### src/rtl/bumpy_fsm_if.sv
// Signal bundle between the Bumpy behaviour controller and its environment.
// The master side drives frame, key and collision inputs; the slave side (the FSM) returns state and lives.
interface bumpy_fsm_if;
    logic       startOfFrame;
    logic       restart;
    logic       leftIsPressed;
    logic       rightIsPressed;
    logic       upIsPressed;
    logic       downIsPressed;
    logic       col_wall_left;
    logic       col_wall_right;
    logic       col_ceiling;
    logic       col_hazard;
    logic [3:0] state;
    logic [2:0] lives;
    logic       game_over;
    logic       die_pulse;

    modport master (
        output startOfFrame, restart,
        output leftIsPressed, rightIsPressed, upIsPressed, downIsPressed,
        output col_wall_left, col_wall_right, col_ceiling, col_hazard,
        input  state, lives, game_over, die_pulse
    );

    modport slave (
        input  startOfFrame, restart,
        input  leftIsPressed, rightIsPressed, upIsPressed, downIsPressed,
        input  col_wall_left, col_wall_right, col_ceiling, col_hazard,
        output state, lives, game_over, die_pulse
    );
endinterface

### src/rtl/bumpy_fsm.sv
// Frame-paced behaviour controller for the Bumpy sprite: one state decision per startOfFrame, plus lives/game-over.
// Optional feature macro: BUMPY_FSM_STICKY_COLLISION_EN (holds collision pulses until the next frame decision).
module bumpy_fsm #(
    parameter int unsigned BOUNCE_FRAMES = 8,
    parameter int unsigned DIE_FRAMES    = 60,
    parameter int unsigned RESET_FRAMES  = 2,
    parameter int unsigned LIVES         = 3
) (
    input  logic        clk,
    input  logic        resetN,
    bumpy_fsm_if.slave  bus
);
    localparam int unsigned CNT_W   = 8;
    localparam int unsigned LIVES_W = 3;
    localparam logic [CNT_W-1:0]   CNT_MAX     = {CNT_W{1'b1}};
    localparam logic [CNT_W-1:0]   RESET_LAST  = CNT_W'(RESET_FRAMES - 1);
    localparam logic [CNT_W-1:0]   BOUNCE_LAST = CNT_W'(BOUNCE_FRAMES - 1);
    localparam logic [CNT_W-1:0]   DIE_LAST    = CNT_W'(DIE_FRAMES - 1);
    localparam logic [LIVES_W-1:0] LIVES_INIT  = LIVES_W'(LIVES);

    typedef enum logic [3:0] {
        ST_RESET        = 4'd0,
        ST_IDLE         = 4'd1,
        ST_LEFT         = 4'd2,
        ST_RIGHT        = 4'd3,
        ST_DOWN         = 4'd4,
        ST_UP           = 4'd5,
        ST_DIE          = 4'd6,
        ST_BOUNCE_LEFT  = 4'd7,
        ST_BOUNCE_RIGHT = 4'd8,
        ST_BOUNCE_TOP   = 4'd9
    } state_t;

    state_t               state_q, state_d;
    logic [CNT_W-1:0]     cnt_q, cnt_d;
    logic [LIVES_W-1:0]   lives_q, lives_d;
    logic                 game_over_q, game_over_d;
    logic                 die_pulse_q, die_pulse_d;

    // Collision vector order: {hazard, ceiling, wall_right, wall_left}
    logic [3:0] col_in;
    logic [3:0] col_eff;

    assign col_in = {bus.col_hazard, bus.col_ceiling, bus.col_wall_right, bus.col_wall_left};

`ifdef BUMPY_FSM_STICKY_COLLISION_EN
    logic [3:0] col_lat_q;

    // Latches gather pulses through the frame; the frame decision consumes and clears them.
    always_ff @(posedge clk or negedge resetN) begin
        if (!resetN) begin
            col_lat_q <= 4'd0;
        end else if (bus.restart || bus.startOfFrame) begin
            col_lat_q <= 4'd0;
        end else begin
            col_lat_q <= col_lat_q | col_in;
        end
    end

    assign col_eff = col_lat_q | col_in;
`else
    assign col_eff = col_in;
`endif

    // State register and registered outputs
    always_ff @(posedge clk or negedge resetN) begin
        if (!resetN) begin
            state_q     <= ST_RESET;
            cnt_q       <= '0;
            lives_q     <= LIVES_INIT;
            game_over_q <= 1'b0;
            die_pulse_q <= 1'b0;
        end else begin
            state_q     <= state_d;
            cnt_q       <= cnt_d;
            lives_q     <= lives_d;
            game_over_q <= game_over_d;
            die_pulse_q <= die_pulse_d;
        end
    end

    // Next-state decision; restart beats any frame decision
    always_comb begin
        state_d = state_q;
        if (bus.restart) begin
            state_d = ST_RESET;
        end else if (bus.startOfFrame) begin
            case (state_q)
                ST_RESET: begin
                    if (cnt_q == RESET_LAST) state_d = ST_IDLE;
                end
                ST_IDLE, ST_LEFT, ST_RIGHT, ST_DOWN, ST_UP: begin
                    if      (col_eff[3])         state_d = ST_DIE;
                    else if (col_eff[0])         state_d = ST_BOUNCE_LEFT;
                    else if (col_eff[1])         state_d = ST_BOUNCE_RIGHT;
                    else if (col_eff[2])         state_d = ST_BOUNCE_TOP;
                    else if (bus.leftIsPressed)  state_d = ST_LEFT;
                    else if (bus.rightIsPressed) state_d = ST_RIGHT;
                    else if (bus.upIsPressed)    state_d = ST_UP;
                    else if (bus.downIsPressed)  state_d = ST_DOWN;
                    else                         state_d = ST_IDLE;
                end
                ST_BOUNCE_LEFT, ST_BOUNCE_RIGHT, ST_BOUNCE_TOP: begin
                    if      (col_eff[3])          state_d = ST_DIE;
                    else if (cnt_q == BOUNCE_LAST) state_d = ST_IDLE;
                end
                ST_DIE: begin
                    if (cnt_q == DIE_LAST && lives_q != '0) state_d = ST_RESET;
                end
                default: state_d = ST_RESET;
            endcase
        end
    end

    // Frame counter, lives and status flags derived from the transition
    always_comb begin
        cnt_d       = cnt_q;
        lives_d     = lives_q;
        game_over_d = game_over_q;
        die_pulse_d = 1'b0;
        if (bus.restart) begin
            cnt_d       = '0;
            lives_d     = LIVES_INIT;
            game_over_d = 1'b0;
        end else begin
            if (state_d != state_q) begin
                cnt_d = '0;
            end else if (bus.startOfFrame && cnt_q != CNT_MAX) begin
                cnt_d = cnt_q + CNT_W'(1);
            end
            if (state_d == ST_DIE && state_q != ST_DIE) begin
                die_pulse_d = 1'b1;
                if (lives_q != '0) lives_d = lives_q - LIVES_W'(1);
            end
            // Counter saturates, so the timeout match fires exactly once per Sdie stay
            if (state_q == ST_DIE && bus.startOfFrame && cnt_q == DIE_LAST && lives_q == '0) begin
                game_over_d = 1'b1;
            end
        end
    end

    assign bus.state     = state_q;
    assign bus.lives     = lives_q;
    assign bus.game_over = game_over_q;
    assign bus.die_pulse = die_pulse_q;
endmodule
### src/flat_wrapper.sv
// flat-port wrapper written by rule: the top's interface ports become plain ports
module bumpy_fsm_flat 
#(
    parameter int unsigned BOUNCE_FRAMES = 8,
    parameter int unsigned DIE_FRAMES    = 60,
    parameter int unsigned RESET_FRAMES  = 2,
    parameter int unsigned LIVES         = 3
)
  (clk, resetN, bus_startOfFrame, bus_restart, bus_leftIsPressed, bus_rightIsPressed, bus_upIsPressed, bus_downIsPressed, bus_col_wall_left, bus_col_wall_right, bus_col_ceiling, bus_col_hazard, bus_state, bus_lives, bus_game_over, bus_die_pulse);
  bumpy_fsm_if bus_i ();
  input  logic clk;
  input  logic resetN;
  input wire logic [$bits(bus_i.startOfFrame)-1:0] bus_startOfFrame;
  input wire logic [$bits(bus_i.restart)-1:0] bus_restart;
  input wire logic [$bits(bus_i.leftIsPressed)-1:0] bus_leftIsPressed;
  input wire logic [$bits(bus_i.rightIsPressed)-1:0] bus_rightIsPressed;
  input wire logic [$bits(bus_i.upIsPressed)-1:0] bus_upIsPressed;
  input wire logic [$bits(bus_i.downIsPressed)-1:0] bus_downIsPressed;
  input wire logic [$bits(bus_i.col_wall_left)-1:0] bus_col_wall_left;
  input wire logic [$bits(bus_i.col_wall_right)-1:0] bus_col_wall_right;
  input wire logic [$bits(bus_i.col_ceiling)-1:0] bus_col_ceiling;
  input wire logic [$bits(bus_i.col_hazard)-1:0] bus_col_hazard;
  output wire logic [$bits(bus_i.state)-1:0] bus_state;
  output wire logic [$bits(bus_i.lives)-1:0] bus_lives;
  output wire logic [$bits(bus_i.game_over)-1:0] bus_game_over;
  output wire logic [$bits(bus_i.die_pulse)-1:0] bus_die_pulse;
  assign bus_i.startOfFrame = bus_startOfFrame;
  assign bus_i.restart = bus_restart;
  assign bus_i.leftIsPressed = bus_leftIsPressed;
  assign bus_i.rightIsPressed = bus_rightIsPressed;
  assign bus_i.upIsPressed = bus_upIsPressed;
  assign bus_i.downIsPressed = bus_downIsPressed;
  assign bus_i.col_wall_left = bus_col_wall_left;
  assign bus_i.col_wall_right = bus_col_wall_right;
  assign bus_i.col_ceiling = bus_col_ceiling;
  assign bus_i.col_hazard = bus_col_hazard;
  assign bus_state = bus_i.state;
  assign bus_lives = bus_i.lives;
  assign bus_game_over = bus_i.game_over;
  assign bus_die_pulse = bus_i.die_pulse;
  bumpy_fsm #(.BOUNCE_FRAMES(BOUNCE_FRAMES), .DIE_FRAMES(DIE_FRAMES), .RESET_FRAMES(RESET_FRAMES), .LIVES(LIVES)) u_core (.clk(clk), .resetN(resetN), .bus(bus_i));
endmodule
### config.mk
export PLATFORM = sky130hd
export DESIGN_NAME = bumpy_fsm_flat
export DESIGN_NICKNAME = d
export VERILOG_FILES = /design/src/rtl/bumpy_fsm_if.sv /design/src/rtl/bumpy_fsm.sv /design/src/flat_wrapper.sv
export SDC_FILE = /design/constraint.sdc
export NUM_CORES = 1
export LEC_CHECK = 0
export BUFFER_PORTS_ARGS = -buffer_cell sky130_fd_sc_hd__buf_2
export CAP_MARGIN = 40
export CORE_MARGIN = 8
export CORE_UTILIZATION = 45
export DETAILED_ROUTE_END_ITERATION = 12
export GPL_TIMING_DRIVEN = 1
export PLACE_DENSITY = 0.66
export SLEW_MARGIN = 20
export SYNTH_ARGS = -nofsm -noshare
export SYNTH_HDL_FRONTEND = slang
export SYNTH_SLANG_ARGS = --single-unit
### constraint.sdc
create_clock -name clk -period 2.6 [get_ports clk]
set_input_delay 0.26 -clock clk [delete_from_list [all_inputs] [get_ports clk]]
set_output_delay 0.26 -clock clk [all_outputs]
set_load 0.03 [all_outputs]
==> metrics.csv, run 1 <==
stage,metric,value,unit
timing,Max-slew headroom,65.7,%
timing,unrepaired setup endpoints after global routing,false,
yosys,dominant cell type by area after synthesis,dfrtp_1,
yosys,Syn Area/Cell,8.85,um2
yosys,Syn. warnings,0,
clock_network,CTS buffer count,3,
timing,worst hold margin,0.283,ns
placement,dpl cells,187,
setup_path,Crit Path Max Fanout,8,
route,final WL,3040,um
finish,Layout area overhead,15.8,%
placement,Place WS,0.170,ns
finish,Final Util,53.0,%
yosys,number of synthesized flops with an enable pin,0,
yosys,sequential area share after synthesis,34.8,%
yosys,synth cell count leaders,"17 x nor2_1, 15 x dfrtp_1, 10 x nor4_1",
timing,setup ws final,0.171,ns
worst_hold_path,Min-Delay Path Class,input pin to flop,
route,wire per inst,15.7,um
finish,Final Net Count,180,
power,Power Dens Cells,454,mW/mm2
global_route,first-pass GRT wire length,5310,um
route,1st-pass router iterations,4,
floorplan,core area,0.00269,mm2
yosys,Synth top area share,30.5,%
route,via count,1150,
finish,layout cells sized above 1,23.9,%
yosys,post-synthesis mux area share,2.54,%
timing,Fmax,412,MHz
floorplan,die width,68.3,um
yosys,xor and xnor fraction of the mapped netlist area,4.27,%
global_route,largest net degree at the start of global routing,18,
yosys,Synth Area in Adders,4.07,%
yosys,Syn Std Cell Area,0.00123,mm2
floorplan,I/O pin cnt,21,
placement,placer's final routability congestion estimate,0.860,
yosys,Synth Instances,139,
timing,Final Hold Viols,0,
clock_network,Root Buffer,clkbuf_4,
clock_network,worst-case clock buffer depth,2,
floorplan,DIE AREA,0.00466,mm2
yosys,"top cells by area, synth","dfrtp_1 31%, nor2_1 5.2%, nor4_1 5.1%, dfstp_2 4.3%, ha_1 4.1%",
setup_path,crit path DAT,2.61,ns
timing,final setup violation count,0,
route,DRC violation count after routing,0,
setup_path,Worst Setup End Kind,flop,
timing,Post-Route Skew,0.00434,ns
power,overall power,0.646,mW
yosys,Netlist cell types,47,
yosys,post-synthesis async set-or-reset flop share,100,%
yosys,largest family of logic cells by synthesized area,simple AND/OR/NAND/NOR gates,
floorplan,initial core utilization,45.8,%
status,run status,"finished, final reports clean",
global_route,gr ovfl total,0,
placement,placed cell areas,0.00137,mm2
timing,Setup TNS Final,0,ns
clock_network,H-tree depth,1,
placement,number of port buffers,20,
yosys,"FF+latch count, synth",17,
setup_path,Required @ worst endpoint,2.78,ns
global_route,initial antenna violation count,0,
timing,crit path time final,2.43,ns
route,DRT iter0 DRCs,102,
yosys,top-count cell post-synth,nor2_1,
global_route,vias in the first global route,1204,
timing,Final Max Slew Viols,0,
yosys,commonest register cell after synthesis,dfrtp_1,
timing,Worst Tran Pin Value,0.512,ns
floorplan,cell row count,19,
placement,detailed placement HPWL,2270,um
clock_network,clk slew on worst S/H paths,0.11,ns
finish,diode count,0,
power,IR Drop Worst-Case VDD,0.301,mV
yosys,Post-Syn Nets,155,
floorplan,DIE HEIGHT,68.3,um
finish,fin cells,194,
clock_network,CTS sink cnt,17,
global_route,GRT Resource Usage Total,14.3,%
yosys,Simple-Gate Fraction of Synth Area,30.9,%
setup_path,crit start category,flop,
power,Leak,0.625,nW
timing,Final period util,93.4,%
clock_network,CTS tree,built,
route,Via density,5.93,
clock_network,clk_lat worst skew,0.29,ns
flow_run,max-cap viol count,0,
setup_path,Worst Setup Path Type,flop to flop,
yosys,Synth Area in Compound Gates,19.7,%
route,ANT nets after route,0,
finish,cell area after layout,0.00142,mm2
-- report_power, final --
part | total [mW] | internal (mW) | switching (mW) | leakage, nW
Combinational | 0.200 | 0.0770 | 0.123 | 0.380
Clock | 0.146 | 0.0572 | 0.0890 | 0.0177
Sequential | 0.301 | 0.282 | 0.0187 | 0.227
Total | 0.646 | 0.416 | 0.230 | 0.625
-- area by class of cell --
type / instances / area (um2)
fillers: 245 / 1260
clock buffers: 3 / 22.5
well taps: 31 / 38.8
multi-input cells: 111 / 763
clock inverters: 1 / 5.00
repair buffers: 26 / 148
inverters: 5 / 18.8
flip-flops and latches: 17 / 428
-- state kept, by name, indices dropped and copies added (netlist names) --
signal and count:
u_core.cnt_q 8, u_core.bus.state 4, u_core.bus.lives 3, u_core.bus.die_pulse 1, u_core.bus.game_over 1
-- per-layer routing --
layer	up-vias	global-route usage, %	part of all wire, %	wire [um]
met5	-	0	0	0
met4	0	4.35	0.33	10
met3	2	2.95	6.4	196
met2	32	23.9	48	1450
met1	541	18.1	46	1380
li1	575	-	-	-
-- cell usage in the layout (no fill, tap or decap), drive strengths merged, types with 3 or more instances in the layout --
cell    netlist  layout
dfrtp        15      15
a21oi         7       7
xnor2         3       3
clkbuf        3       3
xor2          3       3
o21ai         6       6
buf           3      25
nor2         17      17
inv           5       5
nor2b         4       4
nand3         5       5
nand2         6       6
or4           3       3
ha            4       4
nor4         11      11
nor4b         3       3
a21o          4       4
nor3          6       6
-- timing repair --
item / in CTS / in global routing
endpoints found under the setup margin: 0 / 2
endpoints found under the hold margin: 15 / 0
gates resized for setup: 0 / 1
buffers inserted: 0 / 2
hold buffers: 1 / 0
-- worst paths after layout --
| path | start | to | slack [ns] | cells past startpoint |
|---|---|---|---|---|
| max | u_core.cnt_q[3]$_DFFE_PN0P_ | u_core.cnt_q[1]$_DFFE_PN0P_ | 0.17 | 6 |
| min | bus_restart | u_core.bus.game_over$_DFFE_PN0P_ | 0.28 | 2 |
| max reg2reg | u_core.cnt_q[3]$_DFFE_PN0P_ | u_core.cnt_q[1]$_DFFE_PN0P_ | 0.17 | 6 |
| min reg2reg | u_core.bus.game_over$_DFFE_PN0P_ | u_core.bus.game_over$_DFFE_PN0P_ | 0.52 | 2 |
| max in group asynchronous | resetN | u_core.bus.lives[0]$_DFFE_PN1P_ | 1.86 | 2 |
| min in group asynchronous | resetN | u_core.bus.state[3]$_DFF_PN0_ | 0.41 | 2 |
-- logic make-up (layout without fill, tap and decap cells) --
family	after synthesis	count (layout)
simple gates	66	66
flops	17	17
xor+xnor	6	6
fa+ha+maj	4	4
compound gates	32	32
buf+inv	11	35
mux	3	3
-- critical path: stages, from the launching register on --
cell,delay (ns)
dfrtp_1,0.45
or4_4,0.58
or3_2,0.46
a211o_1,0.25
a31oi_1,0.27
o41a_4,0.24
nor4_1,0.07
(Power assumes the default switching activity.)
==> run 2, diff against run 1 <==
==> constraint.sdc (replaced) <==
create_clock -name clk -period 2.43 [get_ports clk]
set_input_delay 0.243 -clock clk [delete_from_list [all_inputs] [get_ports clk]]
set_output_delay 0.243 -clock clk [all_outputs]
set_load 0.03 [all_outputs]
==> run 2 against run 1 <==
Effect of this change:
- clock skew fell by 0.0020 ns
- sequential cell count is the same
- die area unchanged
- first-iteration DRC count grew 65%
- non-clock buffer count up 10
- design area grew 8.6%
- register-to-register slack worse by 0.08 ns
- combinational power increased by 21%
- critical endpoint is now u_core.cnt_q[2]$_DFFE_PN0P_
- largest power group unchanged
==> metrics.csv, run 2 (synthesized netlist as in run 1, its figures left out) <==
stage,metric,value,unit,change
status,run status,"finished, final reports clean",,unchanged
route,wire per inst,16.7,um,was 15.7 um
setup_path,Critical Path Start,u_core.cnt_q[3]$_DFFE_PN0P_,,unchanged
finish,diode count,0,,unchanged
global_route,initial antenna violation count,0,,unchanged
floorplan,initial core utilization,45.8,%,unchanged
global_route,grt peak-use layer,met2,,unchanged
floorplan,DIE AREA,0.00466,mm2,unchanged
timing,Post-Route Skew,0.00236,ns,was 0.00434 ns
timing,worst hold margin,0.282,ns,was 0.283 ns
setup_path,RR Startpoint,u_core.cnt_q[3]$_DFFE_PN0P_,,unchanged
route,ANT nets after route,0,,unchanged
clock_network,CTS sink cnt,17,,unchanged
finish,layout cells sized above 1,32.9,%,was 23.9%
finish,fillers,255,,was 245
global_route,gr ovfl total,0,,unchanged
timing,Worst Tran Pin Value,0.487,ns,was 0.512 ns
power,Psw,0.261,mW,was 0.230 mW
finish,Final Util,57.6,%,was 53.0%
placement,Place WS,0.00475,ns,was 0.170 ns
clock_network,clk slew on worst S/H paths,0.10,ns,was 0.11 ns
power,overall power,0.717,mW,was 0.646 mW
worst_hold_path,HP Start,bus_restart,,unchanged
power,switch share,36.4,%,was 35.6%
route,via count,1256,,was 1150
finish,Final Net Count,190,,was 180
global_route,vias in the first global route,1264,,was 1204
setup_path,r2r setup slk,0.09,ns,was 0.17 ns
global_route,GRT Resource Usage Total,16.1,%,was 14.3%
placement,detailed placement HPWL,2600,um,was 2270 um
finish,register area,429,um2,was 428 um2
power,P_int,0.456,mW,was 0.416 mW
global_route,first-pass GRT wire length,5820,um,was 5310 um
power,IR Drop Worst-Case VDD,0.362,mV,was 0.301 mV
finish,most frequent cells in the layout,"20 x buf_2, 17 x nor2_1, 15 x buf_4",,"was 20 x buf_2, 17 x nor2_1, 15 x dfrtp_1"
route,final WL,3400,um,was 3040 um
timing,unrepaired setup endpoints after global routing,true,,was false
timing,Final period util,96.3,%,was 93.4%
setup_path,Worst Setup End Kind,flop,,unchanged
global_route,M3 GR Usage,2.78,%,was 2.95%
timing,Max-slew headroom,67.3,%,was 65.7%
finish,cell area after layout,0.00155,mm2,was 0.00142 mm2
floorplan,cell row count,19,,unchanged
timing,Fmax,427,MHz,was 412 MHz
flow_run,max-cap viol count,0,,unchanged
clock_network,CTS buffer count,3,,unchanged
clock_network,CTS tree,built,,unchanged
setup_path,crit start category,flop,,unchanged
timing,crit path time final,2.34,ns,was 2.43 ns
setup_path,Worst Setup Path Type,flop to flop,,unchanged
route,DRT iter0 DRCs,168,,was 102
route,DRC violation count after routing,0,,unchanged
power,Gate power share,33.8,%,was 30.9%
floorplan,I/O pin cnt,21,,unchanged
placement,placed cell areas,0.00144,mm2,was 0.00137 mm2
timing,final setup violation count,0,,unchanged
global_route,grt met2 use,26.8,%,was 23.9%
floorplan,core area,0.00269,mm2,unchanged
clock_network,H-tree depth,1,,unchanged
power,part of the power in the clock network,21.8,%,was 22.6%
clock_network,Root Buffer,clkbuf_4,,unchanged
worst_hold_path,Min-Delay Path Class,input pin to flop,,unchanged
finish,Layout area overhead,25.7,%,was 15.8%
power,register share of total power,44.5,%,was 46.5%
finish,"commonest non-fill, non-tap cell in the layout",buf_2,,unchanged
clock_network,clk_lat worst skew,0.29,ns,about the same
route,1st-pass router iterations,4,,unchanged
finish,largest reg by FF count,u_core.cnt_q,,unchanged
setup_path,Crit Path Max Fanout,4,,was 8
placement,number of port buffers,20,,unchanged
finish,max reg flops,8,,unchanged
floorplan,DIE HEIGHT,68.3,um,unchanged
route,Via density,6.16,,was 5.93
setup_path,Required @ worst endpoint,2.63,ns,was 2.78 ns
placement,placer's final routability congestion estimate,0.913,,was 0.860
clock_network,worst-case clock buffer depth,2,,unchanged
timing,Final Hold Viols,0,,unchanged
finish,footprint of the multi-input gates,810,um2,was 763 um2
global_route,met1 usage,19.2,%,was 18.1%
floorplan,die width,68.3,um,unchanged
timing,Final Max Slew Viols,0,,unchanged
setup_path,crit path DAT,2.54,ns,was 2.61 ns
power,Power Dens Cells,463,mW/mm2,was 454 mW/mm2
global_route,largest net degree at the start of global routing,18,,unchanged
power,Leak,0.680,nW,was 0.625 nW
timing,setup ws final,0.0893,ns,was 0.171 ns
## run 2: cell count changes in the layout (fill, tap and decap cells not counted), sizes merged
cell and change:
buf +10
## run 2: timing repair
action / 4_1_cts / 5_1_grt
setup buffers: 2 / 0
pin swaps: 1 / 1
setup endpoints to repair: 1 / 9
gates cloned: 0 / 0
gates resized for setup: 0 / 11
hold buffers: 1 / 0
endpoints found under the hold margin: 15 / 0
## run 2: per-layer routing
layer  vias to the layer above  wire length [um]
met5                         -                 0
met1                       615              1460
met3                        12               154
li1                        593                 -
met4                         0               112
met2                        36              1680
## run 2: final timing paths
kind                                                          to  cells after the start
worst max-delay path                 u_core.cnt_q[2]$_DFFE_PN0P_                      7
worst min-delay path            u_core.bus.game_over$_DFFE_PN0P_                      2
worst max register to register       u_core.cnt_q[2]$_DFFE_PN0P_                      7
worst min register to register  u_core.bus.game_over$_DFFE_PN0P_                      2
max in group asynchronous        u_core.bus.lives[1]$_DFFE_PN1P_                      2
min in group asynchronous          u_core.bus.state[1]$_DFF_PN0_                      2
## run 2: layout make-up
type / instances / share of cell area (%)
Multi-Input combinational cell: 111 / 52.3
Sequential cell: 17 / 27.8
Clock buffer: 3 / 1.46
Inverter: 5 / 1.21
Tap cell: 31 / 2.51
Clock inverter: 1 / 0.324
Timing Repair Buffer: 36 / 14.4
## run 2: per-stage QoR
step,setup TNS [ns],cells
2_1_floorplan,0,139
3_3_place_gp,0,197
3_5_place_dp,0,197
4_1_cts,0,204
5_1_grt,-0.0164,204
6_report,0,204
## run 2: power by group through the flow
| stage | Combinational [mW] | Clock (mW) | Sequential [mW] |
|---|---|---|---|
| 6_report | 0.242 | 0.156 | 0.319 |
| 5_1_grt | 0.262 | 0.175 | 0.322 |
| 4_1_cts | 0.228 | 0.161 | 0.319 |
| 3_5_place_dp | 0.221 | 0 | 0.325 |
| 3_3_place_gp | 0.214 | 0 | 0.323 |
| 2_1_floorplan | 0.121 | 0 | 0.346 |
## run 2: critical path, stage by stage (launching register included)
cell and delay, ns:
dfrtp_1 0.40, or4_4 0.57, o31ai_2 0.30, buf_4 0.17
nand2_1 0.05, o211a_1 0.23, or3_1 0.34, nor3_1 0.18
==> run 3, diff against run 2 <==
--- a/config.mk
+++ b/config.mk
@@ -5,13 +5,14 @@
 export SDC_FILE = /design/constraint.sdc
 export NUM_CORES = 1
 export LEC_CHECK = 0
-export BUFFER_PORTS_ARGS = -buffer_cell sky130_fd_sc_hd__buf_2
+export BUFFER_PORTS_ARGS = -buffer_cell sky130_fd_sc_hd__buf_4
 export CAP_MARGIN = 40
 export CORE_MARGIN = 8
 export CORE_UTILIZATION = 45
 export DETAILED_ROUTE_END_ITERATION = 12
 export GPL_TIMING_DRIVEN = 1
 export PLACE_DENSITY = 0.66
+export REMOVE_ABC_BUFFERS = 1
 export SLEW_MARGIN = 20
 export SYNTH_ARGS = -nofsm -noshare
 export SYNTH_HDL_FRONTEND = slang
==> run 3 against run 2 <==
Effect of this change:
- total power up 5.9%
- clock power about the same
- die area unchanged
- design area up 9.0%
- global-route usage down 1.9 points
- largest power group unchanged
==> metrics.csv, run 3 (synthesized netlist as in run 1, its figures left out) <==
stage,metric,value,unit,change
flow_run,max-cap viol count,0,,unchanged
finish,max reg flops,8,,unchanged
route,DRT iter0 DRCs,81,,was 168
route,Via density,6.12,,was 6.16
timing,Setup TNS Final,0,ns,unchanged
placement,number of port buffers,20,,unchanged
floorplan,DIE AREA,0.00466,mm2,unchanged
global_route,largest net degree at the start of global routing,18,,unchanged
finish,Layout area overhead,37.0,%,was 25.7%
floorplan,I/O pin cnt,21,,unchanged
floorplan,initial core utilization,45.8,%,unchanged
placement,detailed placement HPWL,2380,um,was 2600 um
timing,Final Max Slew Viols,0,,unchanged
setup_path,CP peak stage delay,0.57,ns,about the same
setup_path,crit start category,flop,,unchanged
timing,Worst Tran Pin Value,0.619,ns,was 0.487 ns
power,Power Dens Cells,450,mW/mm2,was 463 mW/mm2
finish,Final Util,62.7,%,was 57.6%
clock_network,CTS buffer count,3,,unchanged
route,DRC violation count after routing,0,,unchanged
route,via count,1237,,was 1256
finish,largest reg by FF count,u_core.cnt_q,,unchanged
worst_hold_path,Min-Delay Path Class,input pin to flop,,unchanged
clock_network,Root Buffer,clkbuf_4,,unchanged
finish,Final Net Count,188,,was 190
setup_path,r2r worst-path depth,6,,was 7
power,overall power,0.759,mW,was 0.717 mW
finish,most frequent cells in the layout,"33 x buf_4, 17 x nor2_1, 14 x dfrtp_1",,"was 20 x buf_2, 17 x nor2_1, 15 x buf_4"
status,run status,"finished, final reports clean",,unchanged
setup_path,Required @ worst endpoint,2.61,ns,was 2.63 ns
global_route,initial antenna violation count,0,,unchanged
timing,Final Hold Viols,0,,unchanged
setup_path,crit path DAT,2.57,ns,was 2.54 ns
worst_hold_path,hold path endpoint,u_core.bus.game_over$_DFFE_PN0P_,,unchanged
floorplan,die width,68.3,um,unchanged
clock_network,CTS sink cnt,17,,unchanged
timing,Final period util,98.4,%,was 96.3%
setup_path,CP cell instances,"or4_4, or3_2, a211o_1, a31oi_4, o41a_4, nor4_4",,"was or4_4, o31ai_2, buf_4, nand2_1, o211a_1, or3_1, nor3_1"
clock_network,clk slew on worst S/H paths,0.11,ns,was 0.10 ns
timing,worst hold margin,0.197,ns,was 0.282 ns
setup_path,Reg-to-Reg End,u_core.cnt_q[6]$_DFFE_PN0P_,,was u_core.cnt_q[2]$_DFFE_PN0P_
floorplan,cell row count,19,,unchanged
timing,Fmax,418,MHz,was 427 MHz
setup_path,largest delay contributor family on the critical path,simple AND/OR/NAND/NOR gates,,unchanged
setup_path,Worst Setup End Kind,flop,,unchanged
setup_path,number of buffers and inverters on the critical path,0,,was 1
worst_hold_path,hold path depth,2,,unchanged
floorplan,DIE HEIGHT,68.3,um,unchanged
timing,Post-Route Skew,0.0113,ns,was 0.00236 ns
setup_path,slowest library cell on the worst path,or4_4,,unchanged
placement,placed cell areas,0.00148,mm2,was 0.00144 mm2
timing,crit path time final,2.39,ns,was 2.34 ns
setup_path,r2r setup slk,0.04,ns,was 0.09 ns
global_route,first-pass GRT wire length,5200,um,was 5820 um
clock_network,H-tree depth,1,,unchanged
setup_path,Worst Setup Path Type,flop to flop,,unchanged
route,final WL,3350,um,was 3400 um
global_route,vias in the first global route,1161,,was 1264
finish,layout cells sized above 1,36.3,%,was 32.9%
placement,placer's final routability congestion estimate,0.934,,was 0.913
clock_network,CTS tree,built,,unchanged
setup_path,RR Startpoint,u_core.cnt_q[3]$_DFFE_PN0P_,,unchanged
finish,"commonest non-fill, non-tap cell in the layout",buf_4,,was buf_2
power,Leak,0.683,nW,was 0.680 nW
finish,cell area after layout,0.00169,mm2,was 0.00155 mm2
timing,Max-slew headroom,58.3,%,was 67.3%
route,wire per inst,16.6,um,was 16.7 um
timing,final setup violation count,0,,unchanged
global_route,gr ovfl total,0,,unchanged
floorplan,core area,0.00269,mm2,unchanged
finish,diode count,0,,unchanged
clock_network,clk_lat worst skew,0.30,ns,was 0.29 ns
power,IR Drop Worst-Case VDD,0.386,mV,was 0.362 mV
route,ANT nets after route,0,,unchanged
worst_hold_path,HP Start,bus_restart,,unchanged
setup_path,Crit Path Max Fanout,8,,was 4
route,1st-pass router iterations,4,,unchanged
clock_network,worst-case clock buffer depth,2,,unchanged
global_route,GRT Resource Usage Total,14.2,%,was 16.1%
==> run 3: cell count changes in the layout (fill, tap and decap cells not counted), sizes merged <==
cell	before	now
buf	35	33
==> run 3: where the power goes <==
| part | switching [mW] | leakage, nW | internal, mW |
|---|---|---|---|
| Sequential | 0.0187 | 0.225 | 0.302 |
| Clock | 0.0978 | 0.0177 | 0.0613 |
| Combinational | 0.170 | 0.440 | 0.109 |
==> run 3: final cells by class <==
type                    instances  area, um2
fillers                       248       1000
multi-input cells             111        913
flip-flops and latches         17        429
repair buffers                 34        258
well taps                      31       38.8
clock buffers                   3       22.5
inverters                       5       18.8
clock inverters                 1       5.00
==> run 3: worst max path at each step <==
stage,from,endpoint,slack [ns],cells after the start
2_1_floorplan,u_core.bus.state[1]$_DFF_PN0_,u_core.bus.lives[2]$_DFFE_PN0P_,0.08,6
3_3_place_gp,u_core.bus.lives[0]$_DFFE_PN1P_,u_core.cnt_q[7]$_DFFE_PN0P_,0.09,8
3_5_place_dp,u_core.bus.lives[0]$_DFFE_PN1P_,u_core.cnt_q[7]$_DFFE_PN0P_,0.03,8
4_1_cts,u_core.bus.lives[0]$_DFFE_PN1P_,u_core.cnt_q[7]$_DFFE_PN0P_,0.002,8
5_1_grt,u_core.bus.state[1]$_DFF_PN0_,u_core.cnt_q[6]$_DFFE_PN0P_,-0.10,6
6_report,u_core.cnt_q[3]$_DFFE_PN0P_,u_core.cnt_q[6]$_DFFE_PN0P_,0.04,6
==> run 3: stage by stage <==
stage          instances  setup WS (ns)
2_1_floorplan        133         0.0779
3_3_place_gp         196         0.0946
3_5_place_dp         196         0.0257
4_1_cts              201        0.00239
5_1_grt              202         -0.100
6_report             202         0.0392
==> run 3: metal layers <==
layer  GRT usage, %  routed length, um  vias up
met2           23.0               1590       34
met1           17.7               1510      605
met4           5.63                 57        0
met5              0                  0        -
met3           3.44                201        7
li1               -                  -      591
==> run 3: worst register-to-register path, delay by kind of cell, from the launching register on <==
| kind | cells | cell delay, ns |
|---|---|---|
| flops | 1 | 0.40 |
| compound gates | 3 | 0.79 |
| simple gates | 3 | 1.08 |
==> run 3: timing repair <==
item,in CTS,in global routing
setup endpoints to repair,0,9
resized for setup,0,25
setup buffers,0,1
hold endpoints to repair,15,0
hold buffers,1,0
